==> src/rtl/seven_seg_pkg.sv <==
// Shared types and constants for the four-digit seven-segment scan controller.
// Segment encoding is active-low {g,f,e,d,c,b,a}; anodes are active-low one-hot.
package seven_seg_pkg;

  typedef enum logic [1:0] {
    DIG0 = 2'd0,
    DIG1 = 2'd1,
    DIG2 = 2'd2,
    DIG3 = 2'd3
  } scan_state_e;

  localparam logic [6:0] SEG_BLANK   = 7'h7F;
  localparam logic [3:0] ANODE_OFF   = 4'hF;
  localparam logic [3:0] ANODE_RESET = 4'b1110;

  // Index is the hex nibble value.
  localparam logic [6:0] HEX_SEG [16] = '{
    7'h40, 7'h79, 7'h24, 7'h30, 7'h19, 7'h12, 7'h02, 7'h78,
    7'h00, 7'h10, 7'h08, 7'h03, 7'h46, 7'h21, 7'h06, 7'h0E
  };

  // Active-low anode pattern for the digit a scan state drives.
  function automatic logic [3:0] anode_for(scan_state_e s);
    return ~(4'b0001 << s);
  endfunction

endpackage

==> src/rtl/seven_seg_controller_hex_to_seg.sv <==
// Combinational hex nibble to active-low seven-segment decode.
module hex_to_seg
  import seven_seg_pkg::*;
(
  input  logic [3:0] hex,
  output logic [6:0] seg
);

  assign seg = HEX_SEG[hex];

endmodule

==> src/rtl/seven_seg_controller.sv <==
// Four-digit multiplexed seven-segment controller.
// SCAN_DIV clk cycles per digit slot; must be >= 8 and a multiple of 8.
// Optional feature macro SEG_DIM_EN adds a 3-bit brightness input that gates
// the anode for the late phases of each slot (8 phases of SCAN_DIV/8 cycles).
//
// state | meaning
// DIG0  | digit 0 slot; frame boundary is the tick leaving DIG3 into DIG0
// DIG1  | digit 1 slot
// DIG2  | digit 2 slot
// DIG3  | digit 3 slot; pending value may be promoted on its final tick
module seven_seg_controller
  import seven_seg_pkg::*;
#(
  parameter int SCAN_DIV = 100000
) (
  input  logic        clk,
  input  logic        reset,
  input  logic        load,
  input  logic [15:0] data,
  input  logic [3:0]  blank_mask,
`ifdef SEG_DIM_EN
  input  logic [2:0]  brightness,
`endif
  output logic [3:0]  anode,
  output logic [6:0]  seg,
  output logic        pending,
  output logic        frame_done
);

  localparam int CW = $clog2(SCAN_DIV);
  localparam logic [CW-1:0] CNT_MAX = CW'(SCAN_DIV - 1);

  logic [CW-1:0] count, count_next;
  logic          tick;
  scan_state_e   state, state_next;

  logic [15:0]   pend_data, act_data, act_data_next;
  logic [3:0]    pend_mask, act_mask, act_mask_next;
  logic          transfer;

  logic [3:0]    digit_val;
  logic          digit_blank;
  logic [6:0]    seg_dec;
  logic [3:0]    anode_d;
  logic [6:0]    seg_d;

  assign tick       = (count == CNT_MAX);
  assign count_next = tick ? '0 : count + CW'(1);
  assign transfer   = tick && (state == DIG3) && pending;

  // Outputs are registered from next-cycle values so anode and seg always
  // change together with the scan state and the active register.
  assign act_data_next = transfer ? pend_data : act_data;
  assign act_mask_next = transfer ? pend_mask : act_mask;

`ifdef SEG_DIM_EN
  localparam int PHASE_LEN = SCAN_DIV / 8;
  localparam int PW = (PHASE_LEN > 1) ? $clog2(PHASE_LEN) : 1;
  localparam logic [PW-1:0] PHASE_MAX = PW'(PHASE_LEN - 1);

  logic [PW-1:0] sub_cnt, sub_next;
  logic [2:0]    phase, phase_next;
  logic          sub_last;

  assign sub_last   = (sub_cnt == PHASE_MAX);
  assign sub_next   = sub_last ? '0 : sub_cnt + PW'(1);
  assign phase_next = sub_last ? phase + 3'd1 : phase;

  // Phase tracker within the slot; wraps to phase 0 exactly on the slot tick.
  always_ff @(posedge clk or negedge reset) begin
    if (!reset) begin
      sub_cnt <= '0;
      phase   <= 3'd0;
    end else begin
      sub_cnt <= sub_next;
      phase   <= phase_next;
    end
  end
`endif

  // Prescaler and scan state register.
  always_ff @(posedge clk or negedge reset) begin
    if (!reset) begin
      count <= '0;
      state <= DIG0;
    end else begin
      count <= count_next;
      state <= state_next;
    end
  end

  // Scan sequencing: advance one digit per tick.
  always_comb begin
    state_next = state;
    if (tick) begin
      unique case (state)
        DIG0: state_next = DIG1;
        DIG1: state_next = DIG2;
        DIG2: state_next = DIG3;
        DIG3: state_next = DIG0;
      endcase
    end
  end

  // Pending/active value registers; a load on the transfer tick is kept
  // pending while the older pending value goes live.
  always_ff @(posedge clk or negedge reset) begin
    if (!reset) begin
      pend_data  <= 16'h0000;
      pend_mask  <= 4'h0;
      act_data   <= 16'h0000;
      act_mask   <= 4'h0;
      pending    <= 1'b0;
      frame_done <= 1'b0;
    end else begin
      frame_done <= transfer;
      act_data   <= act_data_next;
      act_mask   <= act_mask_next;
      if (load) begin
        pend_data <= data;
        pend_mask <= blank_mask;
        pending   <= 1'b1;
      end else if (transfer) begin
        pending   <= 1'b0;
      end
    end
  end

  // Select the nibble and blank bit for the digit shown next cycle.
  always_comb begin
    digit_val   = act_data_next[3:0];
    digit_blank = act_mask_next[0];
    unique case (state_next)
      DIG0: begin digit_val = act_data_next[3:0];   digit_blank = act_mask_next[0]; end
      DIG1: begin digit_val = act_data_next[7:4];   digit_blank = act_mask_next[1]; end
      DIG2: begin digit_val = act_data_next[11:8];  digit_blank = act_mask_next[2]; end
      DIG3: begin digit_val = act_data_next[15:12]; digit_blank = act_mask_next[3]; end
    endcase
  end

  hex_to_seg u_hex_to_seg (
    .hex (digit_val),
    .seg (seg_dec)
  );

  // Output decode: blanking and dimming only ever switch the anode off.
  always_comb begin
    anode_d = anode_for(state_next);
    seg_d   = seg_dec;
    if (digit_blank) begin
      anode_d = ANODE_OFF;
      seg_d   = SEG_BLANK;
    end
`ifdef SEG_DIM_EN
    if (phase_next > brightness) anode_d = ANODE_OFF;
`endif
  end

  // Registered display drive.
  always_ff @(posedge clk or negedge reset) begin
    if (!reset) begin
      anode <= ANODE_RESET;
      seg   <= HEX_SEG[0];
    end else begin
      anode <= anode_d;
      seg   <= seg_d;
    end
  end

endmodule

==> config.mk <==
export PLATFORM = sky130hd
export DESIGN_NAME = seven_seg_controller
export DESIGN_NICKNAME = d
export VERILOG_FILES = /design/src/rtl/seven_seg_pkg.sv /design/src/rtl/seven_seg_controller_hex_to_seg.sv /design/src/rtl/seven_seg_controller.sv
export SDC_FILE = /design/constraint.sdc
export NUM_CORES = 1
export LEC_CHECK = 0
export BUFFER_PORTS_ARGS = -buffer_cell sky130_fd_sc_hd__buf_2
export CAP_MARGIN = 40
export CORE_MARGIN = 2
export CORE_UTILIZATION = 35
export DETAILED_ROUTE_END_ITERATION = 8
export GPL_TIMING_DRIVEN = 0
export PLACE_DENSITY = 0.62
export SLEW_MARGIN = 20
export SYNTH_ARGS = -nofsm -noshare
export SYNTH_HDL_FRONTEND = slang
export SYNTH_SLANG_ARGS = --single-unit
==> constraint.sdc <==
create_clock -name clk -period 3.35 [get_ports clk]
set_clock_uncertainty 0.2 [all_clocks]
set_input_delay 0 -clock clk [delete_from_list [all_inputs] [get_ports clk]]
set_output_delay 0 -clock clk [all_outputs]
set_load 0.1 [all_outputs]
Word-level counts from Yosys, hierarchy flattened
Memory sizes are Yosys's and may differ from the RTL's.
Cells that the tools add are included.
- bits in registers: 72
- bits in read-only memories: 112
- input port bits: 23
- output and inout bits: 13
- memories: 1
- add/subtract/negate cells: 1
- magnitude comparators: 1
- eq/ne operators: 7
- shift operators: 1
- muxes and demuxes: 13
- bitwise logic cells: 2
- reduce and logical (&&, ||, !) cells: 5
- memory list (memory ; depth ; width ; read ports ; clocked after memory_dff ; wr ports ; RTL line ; RTL):
    (name not given) ; 16 ; 7 ; 1 ; 0 ; 0 ; seven_seg_controller_hex_to_seg.sv:9 ; assign seg = HEX_SEG[hex];
- operators by type and width (cell ; number):
    2-to-1 mux 7 bit ; 3
    adder 17 x 1 -> 17 bit, second input constant ; 1
    equality test 17 bit, second input constant ; 1
    2-to-1 mux 17 bit ; 1
    2-to-1 mux 16 bit ; 1
    case mux 4 bit (4 select lines) ; 1
    equality test 2 bit, second input constant ; 4
    2-to-1 mux 4 bit ; 2
    case mux 2 bit (4 select lines) ; 1
    >= comparator 5 bit, second input constant ; 1
    inverter 4 -> 5 bit ; 1
    equality test 2 x 1 -> 1 bit, second input constant ; 2
    zero test 2 bit ; 2
    inverter 4 bit ; 1
    case mux 1 bit (4 select lines) ; 1
    left shift 1 x 2 -> 4 bit, first input constant ; 1
    logical AND 1 bit ; 2
    2-to-1 mux 1 bit ; 2
    2-to-1 mux 2 bit ; 1
    nonzero test 2 bit ; 1

Longest topological paths before layout
Gate-level depths: netlist of run 1.
- word-level depth: 10
- depth in mapped cells: 15

Hierarchy
From an unflattened synthesis of run 1, not the netlist that was laid out.
- cell total of the unflattened synthesis: 259
- area total of the unflattened synthesis: 3339.5 µm²
- by module, submodules not included (module ; times used ; cells each ; area an instance (µm²) ; sequential area each (µm²)):
    seven_seg_controller ; 1 ; 224 ; 3091.7 ; 1806.7
    hex_to_seg ; 1 ; 35 ; 247.7 ; 0.0

Least setup slack after synthesis of run 1
Ideal clock, no wire load.
- path kind: register to register
- start point: register pending
- end point: register seg[0]
- setup time: 129 ps
- arrival: 3083 ps
- required time: 3021 ps
- setup slack: -62 ps
- stages on the path, launching flop included: 11
- path buffers: 1
- clock period less this slack: 3412 ps
- cell sequence: dfrtp_1 > nand2_1 > nor2_1 > buf_4 > mux2_2 > mux2i_1 > mux2i_1 > ha_1 > or3_1 > o221ai_1 > nand2_1
- word-level cells in the longest chain between the ends: 8
- elaborated cells between the ends (all ways): 10
- classes of those cells: mux (7); bitwise (1); reduce/logical (1); memory (1)
- ends and longest elaborated chain (element ; RTL line ; RTL):
    start, declared ; seven_seg_controller.sv:26 ; output logic pending,
    start signal, assigned ; seven_seg_controller.sv:113 ; pending <= 1'b0;
    start signal, assigned ; seven_seg_controller.sv:122 ; pending <= 1'b1;
    start signal, assigned ; seven_seg_controller.sv:124 ; pending <= 1'b0;
    logical AND 1 bit ; seven_seg_controller.sv:49 ; assign transfer = tick && (state == DIG3) && pending;
    2-to-1 mux 16 bit ; seven_seg_controller.sv:53 ; assign act_data_next = transfer ? pend_data : act_data;
    named net act_data_next[5] ; seven_seg_controller.sv:37 ; logic [15:0] pend_data, act_data, act_data_next;
    case mux 4 bit (4 select lines) ; seven_seg_controller.sv:133 ; unique case (state_next)
    inverter 4 -> 5 bit (implied by the code) ; seven_seg_controller_hex_to_seg.sv:9 ;
    memory (16 x 7 bit) ; n/a ;
    2-to-1 mux 7 bit (implied by the code) (2 in a row) ; seven_seg_controller_hex_to_seg.sv:9 ;
    2-to-1 mux 7 bit ; seven_seg_controller.sv:150 ; if (digit_blank) begin
    named net seg_d[0] ; seven_seg_controller.sv:45 ; logic [6:0] seg_d;
    end signal, assigned ; seven_seg_controller.sv:163 ; seg <= HEX_SEG[0];
    end signal, assigned ; seven_seg_controller.sv:166 ; seg <= seg_d;
    end, declared ; seven_seg_controller.sv:25 ; output logic [6:0] seg,
The timed path passes the listed nets, and every way through them passes these cells. The select of a mux whose other input is x is not followed.
A chain may end at the register's enable or synchronous reset.

Final worst setup path of run 1
- start point: register count[0]
- end point: register seg[0]
- elaborated cells between the ends (all ways): 17
- classes of those cells: eq/ne (4); mux (8); bitwise (1); reduce/logical (3); memory (1)
- RTL lines (element ; RTL line ; RTL):
    start, declared ; seven_seg_controller.sv:33 ; logic [CW-1:0] count, count_next;
    start signal, assigned ; seven_seg_controller.sv:87 ; count <= count_next;
    equality test 17 bit * ; seven_seg_controller.sv:47 ; assign tick = (count == CNT_MAX);
    2-to-1 mux 2 bit * ; seven_seg_controller.sv:95 ; if (tick) begin
    named net state_next[0] ; seven_seg_controller.sv:35 ; scan_state_e state, state_next;
    equality test 2 bit, or another cell as far along ; seven_seg_controller.sv:133 ;
    case mux 4 bit (4 select lines) ; seven_seg_controller.sv:133 ;
    inverter 4 -> 5 bit (implied by the code) ; seven_seg_controller_hex_to_seg.sv:9 ;
    memory (16 x 7 bit) ; n/a ;
    2-to-1 mux 7 bit (implied by the code) (2 in a row) ; seven_seg_controller_hex_to_seg.sv:9 ;
    2-to-1 mux 7 bit * ; seven_seg_controller.sv:150 ;
    named net seg_d[0] ; seven_seg_controller.sv:45 ;
Mark *: on every way through the listed nets, which the timed path passes. The rest lies on a longest branch. The select of a mux whose other input is x is not followed.

==> results.json, run 1 <==
{
  "status": "finished, final reports clean",
  "final_common_cell": "dfrtp_1",
  "core_region_area_um2": 9150,
  "die_x_um": 101,
  "synth_edf_count": 0,
  "grt_pass1_wl_um": 10800,
  "yosysSeqAreaShare_pct": 55.1,
  "cp_slowest_stage_delay_ns": 0.43,
  "area_delta_synth_final_pct": 31.4,
  "cts.path.max_buffers": 2,
  "wl_per_cell_um": 14.4,
  "crit_fanout": 9,
  "ir_drop_mv": 0.210,
  "cp-end-kind": "flop",
  "max_freq_mhz": 305,
  "crit_type": "reg2reg",
  "slew_viol_final": 0,
  "worstMarginPinSlew_ns": 0.730,
  "cp_common_cell": "mux2i_4",
  "postPlaceCellArea_um2": 3630,
  "yosysUniqueCellTypes": 41,
  "clkTransAtPathRegs_ns": 0.08,
  "grt_use_total_pct": 13.8,
  "cts_tree": "done",
  "first_pass_iters": 4,
  "cp_num_buf_inv": 6,
  "yosys_register_bits": 72,
  "post-route-drc-count": 0,
  "die_height_um": 101,
  "cp_top_family": "buffers and inverters",
  "cp.arrival_ns": 3.30,
  "reg2reg_slack_ns": 0.07,
  "vias_per_cell": 5.00,
  "first_iter_violations": 161,
  "start_util_pct": 35.9,
  "synthCells": 262,
  "crit_chain": "ha_4 > and4_4 > buf_6 > and4_4 > buf_12 > mux2i_4 > buf_12 > inv_6 > mux2i_4 > mux2i_4 > inv_2 > buf_4 > ha_1 > o221ai_2 > nand2_1",
  "hold_path_depth": 3,
  "finalPower_mw": 1.75,
  "grt_pass1_vias": 2247,
  "reg2reg_from": "count[0]",
  "slowest_stage": "dfrtp_1",
  "leakage_nw": 1.99,
  "cp-start-kind": "flop",
  "via_count": 2307,
  "async_reset_ff_share_pct": 100,
  "r2r_cells": 15,
  "fill_cells": 809,
  "hp-class": "in2reg",
  "place_inst": 409,
  "hold_viol": 0,
  "fin_nets": 378,
  "ios": 36,
  "synth_area_um2": 3280,
  "yosysWarnings": 0,
  "synth_top_area_share_pct": 51.8,
  "root_buffer": "clkbuf_8",
  "numClockSinks": 72,
  "cts_buffers": 9,
  "clkLatencyLatePin_ns": 0.35,
  "powerDensity_nw_per_um2": 406,
  "setup_viol": 0,
  "utilization_pct": 47.1,
  "antenna_found_initial": 0,
  "layout-drive-gt1-share_pct": 38.0,
  "grt_max_degree": 56,
  "r2r_end": "seg[0]",
  "design_area_um2": 4310,
  "final_cell_mix": "dfrtp_1, buf_2, mux2_2, dlygate4sd3_1, nand2_1",
  "io_buffer_count": 35,
  "crit_required_ns": 3.37,
  "overflow": 0,
  "cap_violations": 0,
  "hp-start": "load",
  "synth_fp_nets": 295,
  "dieArea_um2": 10200,
  "htree_levels": 3,
  "holdPathEnd": "pending",
  "gp_congestion": 0.779,
  "syn_area_per_cell_um2": 12.5,
  "synthFlopType": "dfrtp_1",
  "routed_wl_um": 6650,
  "post-route-period-util_pct": 97.9,
  "antenna_left": 0,
  "diodes": 0,
  "fin_crit_ns": 3.28,
  "final_cells": 461,
  "slew_headroom_pct": 51.1,
  "synthTopCellsByArea": "dfrtp_1, mux2_2, ha_1, dfstp_2, mux2i_1",
  "synth_area_leader_cell": "dfrtp_1",
  "dp_hpwl_um": 4370,
  "rows": 35
}
==> registers in the layout (all words and copies together), names as in the netlist <==
signal and flops:
count 17, act_data 16, pend_data 16, seg 7
act_mask 4, anode 4, pend_mask 4, state 2
frame_done 1, pending 1
==> metal layers <==
layer | vias to the layer above | track usage [%] | share of wire [%]
met5 | - | 0 | 0
met4 | 0 | 6.74 | 2.2
met3 | 12 | 2.84 | 3.1
met2 | 35 | 21.1 | 48
met1 | 1154 | 18.8 | 47
li1 | 1106 | - | -
==> worst max path at each step <==
stage | from | end | slack, ns | cells past startpoint
6_report | count[0] | seg[0] | 0.07 | 15
5_1_grt | count[0] | seg[3] | -0.03 | 15
4_1_cts | count[0] | seg[4] | 0.0008 | 16
3_5_place_dp | count[0] | seg[4] | -0.43 | 15
3_3_place_gp | count[0] | seg[4] | -0.39 | 15
2_1_floorplan | count[0] | seg[4] | 0.17 | 15
==> cell usage after synthesis (all sizes together), types with 3 or more instances <==
master / number
dfrtp: 68
mux2: 33
nand2: 19
nand3: 17
nand4: 15
mux2i: 12
nor2: 12
ha: 10
o21ai: 9
inv: 8
xnor2: 8
xor2: 7
buf: 6
or3: 6
and4: 4
dfstp: 4
o221ai: 4
a21oi: 3
clkbuf: 3
==> logic make-up (layout without fill, tap and decap cells) <==
kind of cell,after synthesis,count (layout),synth area share [%]
fa+ha+maj,10,10,3.81
compound gates,19,19,3.62
buf+inv,17,105,3.13
mux,45,45,15.9
flops,72,72,55.1
xor+xnor,15,15,4.00
simple gates,84,84,14.5
==> through the flow <==
stage | setup WS (ns) | setup TNS [ns] | hold WS, ns
after detailed placement | -0.431 | -2.33 | -0.301
after global placement | -0.387 | -2.04 | 0.0326
after global routing | -0.0258 | -0.0411 | 0.150
final | 0.0702 | 0 | 0.113
after floorplan | 0.166 | 0 | -0.496
after CTS | 0.000813 | 0 | 0.125
==> final cells by class <==
type	count	area [µm²]	share of cell area, %
buffer	9	75.1	1.74
clock buffer	9	124	2.87
sequential	72	1810	41.9
inverter	8	37.5	0.871
multi-input combinational	173	1470	34.2
tap	111	139	3.22
clock inverter	7	95.1	2.21
timing repair buffer	72	561	13.0
==> power breakdown <==
part,internal [mW],leakage [nW],switching (mW),total [mW]
Sequential,0.893,0.927,0.0123,0.905
Clock,0.420,0.110,0.336,0.756
Combinational,0.0534,0.951,0.0341,0.0875
Total,1.37,1.99,0.382,1.75
==> what timing repair did <==
| action | 4_1_cts | 5_1_grt |
|---|---|---|
| pin swaps | 1 | 3 |
| gates resized for setup | 10 | 17 |
| hold endpoints to repair | 92 | 0 |
| setup buffers | 8 | 4 |
| hold buffers | 24 | 0 |
| endpoints found under the setup margin | 7 | 6 |
==> worst min-delay path, delay by kind of cell <==
family	cells	cell delay (ns)
buffers and inverters	2	0.38
AOI/OAI and AO/OA	1	0.24
Power figures use the tool's default switching activity.
==> run 2: changes to the inputs <==
- CORE_UTILIZATION: 35 -> 50
- PLACE_DENSITY: 0.62 -> 0.78
- clock period: 3.35 -> 3.99 ns (I/O delays scaled with it)
==> run 2 against run 1 <==
Net effect:
- combinational power decreased by 14%
- global-route usage increased by 6.1 points
- setup slack improved by 0.19 ns
- final cell count decreased by 10%
- maximum frequency decreased by 12%
- via count increased by 0.48%
- largest cell class unchanged
- worst hold slack improved by 0.028 ns
==> results.json, run 2 (same netlist as run 1, synthesis figures left out) <==
{
  "crit_required_ns": 4.02,
  "slew_headroom_pct": 52.3,
  "numClockSinks": 72,
  "core_region_area_um2": 6350,
  "final_cell_mix": "dfrtp_1, buf_2, mux2_2, dlygate4sd3_1, nand2_1",
  "start_util_pct": 51.7,
  "reg_top3": "count (17), act_data (16), pend_data (16)",
  "multi_input_area_um2": 1380,
  "post-route-drc-count": 0,
  "max_freq_mhz": 268,
  "largest_register_ffs": 17,
  "area_delta_synth_final_pct": 23.5,
  "dieArea_um2": 7230,
  "crit_fanout": 10,
  "final_cells": 415,
  "cts_buffers": 9,
  "vias_per_cell": 5.59,
  "dp_hpwl_um": 4270,
  "leakage_nw": 1.91,
  "via_count": 2318,
  "clkTransAtPathRegs_ns": 0.08,
  "fin_nets": 366,
  "hp-class": "in2reg",
  "crit_type": "reg2reg",
  "worstMarginPinSlew_ns": 0.713,
  "clkLatencyLatePin_ns": 0.34,
  "cts.path.max_buffers": 2,
  "grt_max_degree": 58,
  "finalSetupTns_ns": 0,
  "wl_per_cell_um": 15.9,
  "regMostFlops": "count",
  "die_height_um": 85.0,
  "die_x_um": 85.0,
  "first_pass_iters": 6,
  "layout-drive-gt1-share_pct": 30.5,
  "grt_pass1_wl_um": 11100,
  "rows": 29,
  "antenna_left": 0,
  "register_area_um2": 1810,
  "post-route-period-util_pct": 93.4,
  "slew_viol_final": 0,
  "fin_crit_ns": 3.73,
  "first_iter_violations": 142,
  "place_inst": 375,
  "overflow": 0,
  "ios": 36,
  "hold_viol": 0,
  "htree_levels": 3,
  "diodes": 0,
  "io_buffer_count": 35,
  "design_area_um2": 4050,
  "cp.arrival_ns": 3.76,
  "cp-end-kind": "flop",
  "setup_viol": 0,
  "final_common_cell": "dfrtp_1",
  "fill_cells": 496,
  "rsz0062_at_grt": "false",
  "cp-start-kind": "flop",
  "routed_wl_um": 6600,
  "cts_setup_buffers": 0,
  "cts_tree": "done",
  "grt_use_total_pct": 19.9,
  "postPlaceCellArea_um2": 3580,
  "root_buffer": "clkbuf_8",
  "cap_violations": 0,
  "antenna_found_initial": 0,
  "grt_pass1_vias": 2304,
  "status": "finished, final reports clean",
  "gp_congestion": 0.847,
  "powerDensity_nw_per_um2": 364,
  "ir_drop_mv": 0.283
}
[run 2: cell types whose count changed in the layout (fill, tap and decap cells not counted), sizes merged]
cell	previous run	this run
inv	9	8
clkbuf	12	14
buf	54	42
clkinv	3	2
[run 2: layout make-up]
type                       count  area share [%]
clock inverter                 5            2.01
tap                           77            2.38
inverter                       8           0.926
sequential                    72            44.6
buffer                         9            1.61
clock buffer                  11            3.49
multi-input combinational    173            34.0
timing repair buffer          60            11.0
[run 2: final timing paths]
path | startpoint | end | slack, ns | cells past startpoint
min | load | pending | 0.14 | 3
min in group asynchronous | reset | act_data[7] | 0.53 | 4
min reg2reg | act_mask[2] | act_mask[2] | 0.28 | 1
max | count[0] | seg[0] | 0.26 | 13
max in group asynchronous | reset | count[6] | 1.97 | 4
max reg2reg | count[0] | seg[0] | 0.26 | 13
[run 2: power breakdown]
| group | total [mW] | internal [mW] | switching [mW] |
|---|---|---|---|
| Clock | 0.641 | 0.369 | 0.272 |
| Combinational | 0.0752 | 0.0450 | 0.0302 |
| Sequential | 0.760 | 0.750 | 0.0107 |
[run 2: worst max-delay path, stage by stage (launching register included)]
cell,delay [ns]
dfrtp_1,0.39
ha_1,0.23
and4_1,0.19
buf_2,0.19
nand4_2,0.27
nor2_2,0.25
buf_4,0.23
mux2_2,0.36
mux2i_1,0.26
mux2i_2,0.21
ha_1,0.29
or3_1,0.38
o221ai_1,0.08
nand2_1,0.07
[run 2: timing repair]
item	CTS	global route
setup endpoints to repair	0	4
hold buffers	24	0
hold endpoints to repair	92	0
resized for setup	0	2
[run 2: routing by layer]
layer	vias to the layer above	wire, µm	track usage, %	part of all wire (%)
met5	-	0	0	0
met4	0	142	8.66	2.2
met3	12	262	3.79	4.0
met2	61	3300	31.9	50
met1	1161	2890	26.7	44
li1	1084	-	-	-
[run 2: metrics by stage]
step	utilization, %	power, mW	hold WS [ns]	setup WS (ns)
CTS	63.7	1.49	0.136	0.186
global route	63.8	1.53	0.151	0.0605
detailed placement	56.4	0.831	-0.312	0.199
global placement	56.0	0.825	0.0313	0.288
finish	63.8	1.48	0.141	0.261
floorplan	-	0.795	-0.496	0.578
==> run 3: changes to the inputs <==
- CELL_PAD_IN_SITES_DETAIL_PLACEMENT: unset -> 1
- CELL_PAD_IN_SITES_GLOBAL_PLACEMENT: unset -> 1
- PLACE_DENSITY: 0.78 -> 0.91
==> run 3 against run 2 <==
Net effect:
- final cell count increased by 1.2%
- routed wire length increased by 70%
- sequential power increased by 0.8%
- register-to-register slack got worse by 0.17 ns
- critical endpoint is now seg[5]
- largest cell class unchanged
- largest power group unchanged
==> results.json, run 3 (same netlist as run 1, synthesis figures left out) <==
{
  "grtUsageMet3_pct": 6.52,
  "ir_drop_mv": 0.343,
  "status": "finished, final reports clean",
  "power.switching_mw": 0.375,
  "hp-class": "in2reg",
  "regMostFlops": "count",
  "reg2reg_from": "count[0]",
  "final_common_cell": "dfrtp_1",
  "r2r_cells": 15,
  "grt.busiest_layer": "met2",
  "p_sw_share_pct": 24.3,
  "post-route-period-util_pct": 97.8,
  "utilization_pct": 65.1,
  "io_buffer_count": 35,
  "diodes": 0,
  "core_region_area_um2": 6350,
  "crit_required_ns": 4.05,
  "slew_headroom_pct": 51.0,
  "seq_power_share_pct": 49.6,
  "numClockSinks": 72,
  "cts_tree": "done",
  "cp-end-kind": "flop",
  "postPlaceCellArea_um2": 3580,
  "crit_fanout": 10,
  "p_clk_share_pct": 45.0,
  "start_util_pct": 51.7,
  "first_iter_violations": 184,
  "cts_buffers": 9,
  "ios": 36,
  "htree_levels": 3,
  "hold_viol": 0,
  "post-route-drc-count": 0,
  "clkTransAtPathRegs_ns": 0.09,
  "dp_hpwl_um": 5510,
  "antenna_found_initial": 0,
  "finalPower_mw": 1.54,
  "wl_per_cell_um": 26.6,
  "overflow": 0,
  "cap_violations": 0,
  "r2r_end": "seg[5]",
  "grt_pass1_vias": 2795,
  "grt_pass1_wl_um": 15700,
  "fin_ws_ns": 0.0885,
  "intPower_mw": 1.17,
  "final_cell_mix": "dfrtp_1, buf_2, mux2_2, dlygate4sd3_1, nand2_1",
  "routed_wl_um": 11200,
  "finalSetupTns_ns": 0,
  "vias_per_cell": 6.32,
  "leakage_nw": 1.94,
  "die_height_um": 85.0,
  "first_pass_iters": 4,
  "crit_type": "reg2reg",
  "design_area_um2": 4130,
  "grt_max_degree": 54,
  "via_count": 2655,
  "die_x_um": 85.0,
  "dp_slack_ns": 0.0662,
  "slew_viol_final": 0,
  "gp_congestion": 0.894,
  "grt_use_total_pct": 29.2,
  "clkLatencyLatePin_ns": 0.36,
  "cts.path.max_buffers": 2,
  "largest_register_ffs": 17,
  "max_freq_mhz": 256,
  "setup_viol": 0,
  "p_comb_share_pct": 5.4,
  "cp.arrival_ns": 3.96,
  "antenna_left": 0,
  "reg2reg_slack_ns": 0.09,
  "powerDensity_nw_per_um2": 373,
  "layout-drive-gt1-share_pct": 32.4,
  "root_buffer": "clkbuf_8",
  "worstMarginPinSlew_ns": 0.735,
  "rows": 29,
  "fin_crit_ns": 3.90,
  "met2_usage_pct": 50.9,
  "dieArea_um2": 7230,
  "met1_usage_pct": 33.9,
  "critPathLaunch": "count[0]",
  "endpoint": "seg[5]",
  "fin_nets": 371,
  "cp-start-kind": "flop",
  "area_delta_synth_final_pct": 26.0,
  "reg_top3": "count (17), act_data (16), pend_data (16)"
}
[run 3: how the worst min path moves through the flow]
| stage | start | end | slack [ns] | cells after the start |
|---|---|---|---|---|
| 2_1_floorplan | reset | act_data[0] | -0.50 | 0 |
| 3_3_place_gp | data[13] | pend_data[13] | 0.03 | 2 |
| 3_5_place_dp | reset | count[14] | -0.30 | 1 |
| 4_1_cts | load | pending | 0.11 | 3 |
| 5_1_grt | load | pending | 0.15 | 3 |
| 6_report | load | pending | 0.16 | 3 |
[run 3: layout make-up]
type | instances | area, µm²
clock inverter | 6 | 91.3
inverter | 8 | 37.5
timing repair buffer | 65 | 490
multi-input combinational | 173 | 1410
tap | 77 | 96.3
buffer | 9 | 65.1
clock buffer | 10 | 138
sequential | 72 | 1810
fill | 622 | 2220
[run 3: power by group through the flow]
stage | combinational (mW) | clock (mW) | sequential (mW)
after CTS | 0.0782 | 0.669 | 0.761
after floorplan | 0.0244 | 0 | 0.770
after detailed placement | 0.0590 | 0 | 0.776
final | 0.0836 | 0.694 | 0.766
after global routing | 0.0894 | 0.729 | 0.767
after global placement | 0.0503 | 0 | 0.774
[run 3: critical path, stage by stage, from the launching register on]
cell	delay, ns
dfrtp_1	0.42
ha_1	0.23
and4_1	0.21
buf_2	0.22
nand4_4	0.20
nor2_4	0.18
buf_4	0.23
mux2_2	0.40
mux2i_2	0.31
mux2i_4	0.18
inv_1	0.17
ha_1	0.24
inv_1	0.07
nor2_1	0.22
a21oi_1	0.08
o221ai_1	0.22
[run 3: per-layer routing]
metal	share of wire (%)	vias to the layer above
met4	4.8	0
met3	5.0	41
met1	39	1395
met2	52	129
li1	-	1090
met5	0	-
[run 3: per-stage QoR]
stage               hold slack (ns)  cells
floorplan                    -0.496    262
global placement             0.0313    374
detailed placement           -0.298    375
CTS                           0.107    415
global route                  0.150    420
finish                        0.162    420
[run 3: repair_timing]
item / 4_1_cts / 5_1_grt
hold buffers: 24 / 0
endpoints found under the setup margin: 5 / 5
buffers inserted: 0 / 4
hold endpoints to repair: 92 / 0
pin swaps: 0 / 1
gates resized for setup: 3 / 4
